==> config.mk <==
export PLATFORM = sky130hd
export DESIGN_NAME = buffered_uart_tx
export DESIGN_NICKNAME = d
export VERILOG_FILES = /design/src/rtl/buffered_uart_tx.sv
export SDC_FILE = /design/constraint.sdc
export NUM_CORES = 1
export LEC_CHECK = 0
export ABC_CLOCK_PERIOD_IN_PS = 9400
export CAP_MARGIN = 20
export CORE_MARGIN = 2
export CORE_UTILIZATION = 55
export DETAILED_ROUTE_END_ITERATION = 10
export PLACE_DENSITY = 0.78
export SLEW_MARGIN = 20
export SYNTH_ARGS = -nofsm -noshare
export SYNTH_HDL_FRONTEND = slang
export SYNTH_SLANG_ARGS = --single-unit
==> constraint.sdc <==
create_clock -name clk -period 9.4 [get_ports clk]
set_clock_uncertainty 0.05 [all_clocks]
set_input_delay 2.35 -clock clk [delete_from_list [all_inputs] [get_ports clk]]
set_output_delay 2.35 -clock clk [all_outputs]
set_load 0.005 [all_outputs]
==> src/rtl/buffered_uart_tx.sv <==
// -----------------------------------------------------------------------------
// buffered_uart_tx
//
// UART transmitter with an internal TX FIFO. The host pushes words through a
// valid/ready write port; a framer pops them one at a time and serialises them
// with a start bit, 5..DATA_WIDTH data bits (LSB first), optional parity and
// one or two stop bits. Every per-frame setting (data bits, parity mode, stop
// bits, baud divisor) is latched when the frame starts, so the host may change
// the configuration inputs at any time without disturbing a frame in flight.
// A level-sensitive break request holds the line low from IDLE.
//
// Optional feature (compile-time macro UART_TX_CTS_EN):
//   Adds the cts_n input (active-low clear-to-send). It is brought in through a
//   two-flop synchroniser and gates only the start of new data frames.
//   Without the macro the port is absent and the line is treated as always
//   clear.
//
// Parameters
//   DATA_WIDTH   maximum data bits per frame (5..9)
//   FIFO_DEPTH   TX FIFO entries, power of two, >= 2
//   CNT_W        width of fifo_count (derived)
//
// Ports
//   clk            clock
//   reset          asynchronous, active-high reset
//   wr_valid       host write request
//   wr_data        word to enqueue (bits above the frame's data bits ignored)
//   wr_ready       FIFO can accept a word (= !fifo_full)
//   baud_divisor   clk cycles per serial bit, 0 behaves as 1
//   data_bits      data bits per frame, clamped to 5..DATA_WIDTH
//   parity_mode    000 none, 001 odd, 010 even, 011 mark, 100 space, else none
//   two_stop_bits  0: one stop bit, 1: two stop bits
//   tx_enable      permits new frames to start
//   send_break     level request to hold the line low (acted on from IDLE)
//   cts_n          (UART_TX_CTS_EN only) active-low clear-to-send
//   out            registered serial line, idle high
//   busy           framer is not idle
//   done           one-cycle pulse in the last cycle of a data frame's stop time
//   fifo_count     current FIFO occupancy
//   fifo_empty     FIFO holds no words
//   fifo_full      FIFO holds FIFO_DEPTH words
// -----------------------------------------------------------------------------
module buffered_uart_tx #(
    parameter  int DATA_WIDTH = 8,
    parameter  int FIFO_DEPTH = 16,
    localparam int CNT_W      = $clog2(FIFO_DEPTH) + 1
) (
    input  logic                  clk,
    input  logic                  reset,
    input  logic                  wr_valid,
    input  logic [DATA_WIDTH-1:0] wr_data,
    output logic                  wr_ready,
    input  logic [15:0]           baud_divisor,
    input  logic [3:0]            data_bits,
    input  logic [2:0]            parity_mode,
    input  logic                  two_stop_bits,
    input  logic                  tx_enable,
    input  logic                  send_break,
`ifdef UART_TX_CTS_EN
    input  logic                  cts_n,
`endif
    output logic                  out,
    output logic                  busy,
    output logic                  done,
    output logic [CNT_W-1:0]      fifo_count,
    output logic                  fifo_empty,
    output logic                  fifo_full
);

    localparam int         PTR_W    = $clog2(FIFO_DEPTH);
    localparam logic [3:0] MAX_BITS = 4'(DATA_WIDTH);
    localparam logic [3:0] MIN_BITS = 4'd5;

    typedef enum logic [2:0] {
        S_IDLE,
        S_START,
        S_DATA,
        S_PARITY,
        S_STOP,
        S_STOP2,
        S_BREAK
    } state_t;

    // -------------------------------------------------------------------------
    // TX FIFO
    // -------------------------------------------------------------------------
    logic [DATA_WIDTH-1:0] r_mem [FIFO_DEPTH];
    logic [PTR_W-1:0]      r_wr_ptr;
    logic [PTR_W-1:0]      r_rd_ptr;
    logic [CNT_W-1:0]      r_count;
    logic                  w_push;
    logic                  w_pop;

    assign fifo_full  = (r_count == CNT_W'(FIFO_DEPTH));
    assign fifo_empty = (r_count == '0);
    assign fifo_count = r_count;
    // A full FIFO refuses writes even when the framer pops in the same cycle.
    assign wr_ready   = !fifo_full;
    assign w_push     = wr_valid && !fifo_full;

    // NOTE: the storage array has no reset; the occupancy count alone decides
    // which entries are valid, so clearing the data would only add logic.
    always_ff @(posedge clk) begin
        if (w_push) begin
            r_mem[r_wr_ptr] <= wr_data;
        end
    end

    // NOTE: every clocked process uses non-blocking assignments so all
    // registers update from the same pre-edge values.
    always_ff @(posedge clk or posedge reset) begin
        if (reset) begin
            r_wr_ptr <= '0;
            r_rd_ptr <= '0;
            r_count  <= '0;
        end else begin
            // Pointers wrap naturally because FIFO_DEPTH is a power of two.
            if (w_push) begin
                r_wr_ptr <= r_wr_ptr + PTR_W'(1);
            end
            if (w_pop) begin
                r_rd_ptr <= r_rd_ptr + PTR_W'(1);
            end
            if (w_push && !w_pop) begin
                r_count <= r_count + CNT_W'(1);
            end else if (w_pop && !w_push) begin
                r_count <= r_count - CNT_W'(1);
            end
        end
    end

    // -------------------------------------------------------------------------
    // Clear-to-send gating
    // -------------------------------------------------------------------------
    logic w_cts_ok;

`ifdef UART_TX_CTS_EN
    logic [1:0] r_cts_sync;

    // Resets to "not clear" so nothing starts until cts_n is seen low twice.
    always_ff @(posedge clk or posedge reset) begin
        if (reset) begin
            r_cts_sync <= 2'b11;
        end else begin
            r_cts_sync <= {r_cts_sync[0], cts_n};
        end
    end

    assign w_cts_ok = !r_cts_sync[1];
`else
    assign w_cts_ok = 1'b1;
`endif

    // -------------------------------------------------------------------------
    // Frame configuration decode (values captured when a frame starts)
    // -------------------------------------------------------------------------
    logic [3:0]            w_nbits;
    logic [DATA_WIDTH-1:0] w_mask;
    logic [DATA_WIDTH-1:0] w_head_masked;
    logic                  w_par_en_in;
    logic                  w_par_bit_in;
    logic [15:0]           w_div_m1_in;

    // NOTE: every signal written in an always_comb gets a default first, so
    // no path through the block can leave it unassigned and infer a latch.
    always_comb begin
        w_nbits = data_bits;
        if (data_bits < MIN_BITS) begin
            w_nbits = MIN_BITS;
        end else if (data_bits > MAX_BITS) begin
            w_nbits = MAX_BITS;
        end
        w_mask = '0;
        for (int i = 0; i < DATA_WIDTH; i++) begin
            w_mask[i] = (i < int'(w_nbits));
        end
    end

    // Unused upper bits are zeroed so parity covers only the transmitted bits.
    assign w_head_masked = r_mem[r_rd_ptr] & w_mask;
    assign w_div_m1_in   = (baud_divisor == 16'd0) ? 16'd0 : baud_divisor - 16'd1;

    always_comb begin
        w_par_en_in  = 1'b1;
        w_par_bit_in = 1'b0;
        case (parity_mode)
            3'b001:  w_par_bit_in = ~^w_head_masked;
            3'b010:  w_par_bit_in = ^w_head_masked;
            3'b011:  w_par_bit_in = 1'b1;
            3'b100:  w_par_bit_in = 1'b0;
            default: w_par_en_in  = 1'b0;
        endcase
    end

    // -------------------------------------------------------------------------
    // Framer FSM
    // -------------------------------------------------------------------------
    state_t                r_state;
    state_t                w_next_state;
    logic                  r_out;
    logic                  w_out_next;
    logic [DATA_WIDTH-1:0] r_shift;
    logic [3:0]            r_bit_idx;
    logic [3:0]            r_nbits;
    logic                  r_par_en;
    logic                  r_par_bit;
    logic                  r_two_stop;
    logic                  r_is_break;
    logic [15:0]           r_div_m1;
    logic [15:0]           r_baud_cnt;

    logic w_tick;
    logic w_can_start;
    logic w_idle_pick;
    logic w_start_frame;
    logic w_start_break;
    logic w_reload;
    logic w_shift;
    logic w_done;

    always_ff @(posedge clk or posedge reset) begin
        if (reset) begin
            r_state <= S_IDLE;
            r_out   <= 1'b1;
        end else begin
            r_state <= w_next_state;
            r_out   <= w_out_next;
        end
    end

    always_comb begin
        w_tick        = (r_baud_cnt == 16'd0);
        w_can_start   = !fifo_empty && tx_enable && w_cts_ok;
        w_next_state  = r_state;
        w_out_next    = r_out;
        w_idle_pick   = 1'b0;
        w_start_frame = 1'b0;
        w_start_break = 1'b0;
        w_reload      = 1'b0;
        w_shift       = 1'b0;
        w_done        = 1'b0;

        case (r_state)
            S_IDLE: begin
                w_idle_pick = 1'b1;
            end
            S_START: begin
                if (w_tick) begin
                    w_next_state = S_DATA;
                    w_out_next   = r_shift[0];
                    w_reload     = 1'b1;
                end
            end
            S_DATA: begin
                if (w_tick) begin
                    w_reload = 1'b1;
                    if (r_bit_idx == r_nbits - 4'd1) begin
                        if (r_par_en) begin
                            w_next_state = S_PARITY;
                            w_out_next   = r_par_bit;
                        end else begin
                            w_next_state = S_STOP;
                            w_out_next   = 1'b1;
                        end
                    end else begin
                        w_shift    = 1'b1;
                        w_out_next = r_shift[1];
                    end
                end
            end
            S_PARITY: begin
                if (w_tick) begin
                    w_next_state = S_STOP;
                    w_out_next   = 1'b1;
                    w_reload     = 1'b1;
                end
            end
            S_STOP: begin
                if (w_tick) begin
                    if (r_two_stop) begin
                        w_next_state = S_STOP2;
                        w_reload     = 1'b1;
                    end else if (r_is_break) begin
                        w_next_state = S_IDLE;
                    end else begin
                        w_done      = 1'b1;
                        w_idle_pick = 1'b1;
                    end
                end
            end
            S_STOP2: begin
                if (w_tick) begin
                    if (r_is_break) begin
                        w_next_state = S_IDLE;
                    end else begin
                        w_done      = 1'b1;
                        w_idle_pick = 1'b1;
                    end
                end
            end
            S_BREAK: begin
                if (!send_break) begin
                    w_next_state = S_STOP;
                    w_out_next   = 1'b1;
                    w_reload     = 1'b1;
                end
            end
            default: begin
                w_next_state = S_IDLE;
                w_out_next   = 1'b1;
            end
        endcase

        // IDLE decision, also taken at the end of a data frame's stop time so
        // a queued word starts with no idle cycle in between.
        if (w_idle_pick) begin
            if (send_break) begin
                w_next_state  = S_BREAK;
                w_out_next    = 1'b0;
                w_start_break = 1'b1;
            end else if (w_can_start) begin
                w_next_state  = S_START;
                w_out_next    = 1'b0;
                w_start_frame = 1'b1;
            end else begin
                w_next_state  = S_IDLE;
                w_out_next    = 1'b1;
            end
        end
    end

    assign w_pop = w_start_frame;

    // Frame registers and baud down-counter: each bit lasts divisor cycles,
    // the counter reloads divisor-1 and the bit ends on the cycle it reads 0.
    always_ff @(posedge clk or posedge reset) begin
        if (reset) begin
            r_shift    <= '0;
            r_bit_idx  <= '0;
            r_nbits    <= MIN_BITS;
            r_par_en   <= 1'b0;
            r_par_bit  <= 1'b0;
            r_two_stop <= 1'b0;
            r_is_break <= 1'b0;
            r_div_m1   <= '0;
            r_baud_cnt <= '0;
        end else if (w_start_frame) begin
            r_shift    <= w_head_masked;
            r_bit_idx  <= '0;
            r_nbits    <= w_nbits;
            r_par_en   <= w_par_en_in;
            r_par_bit  <= w_par_bit_in;
            r_two_stop <= two_stop_bits;
            r_is_break <= 1'b0;
            r_div_m1   <= w_div_m1_in;
            r_baud_cnt <= w_div_m1_in;
        end else if (w_start_break) begin
            // The stop time after a break uses the settings seen on entry.
            r_two_stop <= two_stop_bits;
            r_is_break <= 1'b1;
            r_div_m1   <= w_div_m1_in;
            r_baud_cnt <= w_div_m1_in;
        end else begin
            if (w_reload) begin
                r_baud_cnt <= r_div_m1;
            end else if (!w_tick) begin
                r_baud_cnt <= r_baud_cnt - 16'd1;
            end
            if (w_shift) begin
                r_shift   <= r_shift >> 1;
                r_bit_idx <= r_bit_idx + 4'd1;
            end
        end
    end

    assign out  = r_out;
    assign busy = (r_state != S_IDLE);
    assign done = w_done;

endmodule

==> metrics.cfg <==
[outcome]
status = complete, no violations

[layout]
seqCellArea_um2 = 5580
multi_input_area_um2 = 3340
fin_area_um2 = 10400
area_growth_pct = 13.6
drive_gt1_frac = 0.123
fillers = 1195
final_nets = 796
diodes = 0

[routing]
wl_per_cell_um = 18.3
wl_um = 17900
drc_errors = 0
vias = 5697
ant_nets = 0
vias_per_cell = 5.83
drt_iter0_drc = 452
dr.pass1.iters = 5

[power]
power_frac_comb = 0.355
powerDensity_nw_per_um2 = 300
seq_power_share = 0.408
p_sw_frac = 0.345
switchingPower_mw = 1.08
vdd_drop_max_mv = 0.265
p_clk_frac = 0.237
p_leak_nw = 3.91
internal_power_mw = 2.05

[clocking]
cts_setup_buffers = 0
clockBufferDepth = 2
cts_buffers = 17
cts.sinks = 197
path_clk_slew_ns = 0.08
postCtsResizedCells = 0
root_buffer = clkbuf_16
cts_tree = done
clk_latency_ns = 0.44
cts_hold_repair.buffers = 0
cts_max_level = 4

[synth]
ys.flop_type = edfxtp_1
ys_warn_count = 0
synth_top_area_frac = 0.419
netlist_instances = 702
ys_types = 62
yosys.area.top_type = edfxtp_1
yosys-top-cells-count = edfxtp_1, dfrtp_1, nor2_1
async_flop_share = 0.350
syn_area_per_cell_um2 = 13.1
yosysMostFrequentCell = edfxtp_1
synth-edff-count = 128
synthesis.nets = 754
ys_top_cells_by_area = edfxtp_1, dfrtp_1, mux4_2
synthesis.area_um2 = 9170
ys_ff_latch = 197
seq_area_frac_synth = 0.608

[place]
portBuffers = 47
place.gp.congestion = 0.803
dpl_cell_area_um2 = 9800
place_ws_ns = 4.03
dp_hpwl_um = 12300

[sta]
fin_crit_sh = 0.601
period_minus_slack_ns = 5.65
slew_headroom = 0.377
clock.fmax_ghz = 0.177
hold_violations = 0
tns_ns = 0
postLayoutSetupSlackWorst_ns = 3.75
worst_slew_pin_slew_ns = 0.931
rsz0062_at_grt = no
drv_slew = 0
setup_viol = 0
timing.hold.ws_ns = 0.426

[floorplanning]
fp.dieH_um = 133
std_cell_rows = 47
dieArea_um2 = 17700
die_w_um = 133
core-area_um2 = 16500
num_io_pins = 48
start_util = 0.557

[critical_path]
path_class = flop to output port
crit_path_end_kind = output port
crit_path_max_fanout = 9
cp-start-kind = flop
required_ns = 7.00
cp_data_arrival_time_ns = 3.25

[global_route]
grt_overflow = 0
grt_antenna_before_repair = 0
grt_pass1_wl_um = 29400
grt_pass1_vias = 5696
grt_start_max_net_pins = 70
gr-usage-all-layers = 0.216

[run]
maxCapViolCount = 0

[min_path]
hold_path.class = flop to flop

==> worst paths after layout <==
check | startpoint | to | slack (ns) | cells after the start
min in group asynchronous | reset | r_div_m1[0] | 2.42 | 3
hold / removal | r_div_m1[10] | r_div_m1[10] | 0.43 | 1
max in group asynchronous | reset | r_rd_ptr[0] | 6.23 | 3
setup / recovery | r_baud_cnt[10] | done | 3.75 | 6
setup reg to reg | r_baud_cnt[10] | fifo_count[4] | 5.35 | 14
hold reg to reg | r_div_m1[10] | r_div_m1[10] | 0.43 | 1
==> area by class of cell <==
class                           instances  area share
Timing Repair Buffer                   56      0.0516
Clock inverter                         15      0.0182
Sequential cell                       197       0.535
Multi-Input combinational cell        451       0.320
Tap cell                              220      0.0264
Inverter                               21     0.00756
Clock buffer                           17      0.0408
==> layout by cell type, fill, tap and decap left out, drive strengths merged, types with 3 or more instances in the layout <==
cell	n
clkbuf	17
o22ai	5
buf	9
nand2b	7
edfxtp	128
nand3	5
o31ai	3
inv	30
a221oi	8
xor2	12
or2	3
dfstp	3
nor2b	7
nand4	3
o21ai	41
mux2	4
o221ai	3
a21o	16
or3	6
nor2	66
a211oi	3
a22oi	7
ha	14
a21oi	34
or4	6
xnor2	35
and2	3
clkinv	5
mux4	22
dfrtp	66
nor4	10
clkdlybuf4s50	47
nand2	59
nor3	15
mux2i	35
==> flip-flops by register name, summed over array words and instances (netlist names) <==
| name | cells |
|---|---|
| r_mem | 128 |
| r_baud_cnt | 16 |
| r_div_m1 | 16 |
| r_shift | 8 |
| fifo_count | 5 |
| r_bit_idx | 4 |
| r_nbits | 4 |
| r_rd_ptr | 4 |
| r_wr_ptr | 4 |
| r_state | 3 |
| out | 1 |
| r_is_break | 1 |
| r_par_bit | 1 |
| r_par_en | 1 |
| r_two_stop | 1 |
==> metal layers <==
metal | GRT usage | wire (um)
met4 | 0.0786 | 428
met2 | 0.364 | 9160
met1 | 0.273 | 7460
met3 | 0.0540 | 816
met5 | 0 | 0
==> kinds of logic (layout without fill, tap and decap cells) <==
family	count (synthesis)	after routing	share of synthesized area
compound gates	131	131	0.0893
xor+xnor	49	49	0.0498
fa+ha+maj	15	15	0.0213
buf+inv	54	109	0.0299
flops	197	197	0.608
mux	61	61	0.0971
simple gates	195	195	0.105
==> critical path: stages (launching register included) <==
cell and delay (ns):
dfrtp_1 0.40, or4_4 0.59, nor4_4 0.46, nand2_2 0.28
nor4_1 0.40, and2_1 0.19, clkdlybuf4s50_1 0.49
==> stage by stage <==
| stage | util | std cells | power, mW |
|---|---|---|---|
| after floorplan | - | 702 | 2.13 |
| after global placement | 0.595 | 945 | 2.35 |
| after detailed placement | 0.595 | 945 | 2.40 |
| after CTS | 0.633 | 977 | 3.14 |
| after global routing | 0.633 | 977 | 3.32 |
| final | 0.633 | 977 | 3.12 |
==> power by group through the flow <==
stage | logic (mW) | clock network, mW | registers [mW]
4_1_cts | 1.12 | 0.752 | 1.27
3_5_place_dp | 1.11 | 0 | 1.29
2_1_floorplan | 0.907 | 0 | 1.23
3_3_place_gp | 1.07 | 0 | 1.28
5_1_grt | 1.23 | 0.789 | 1.30
6_report | 1.11 | 0.740 | 1.28
Note: power is estimated with default switching activity, not from simulation.
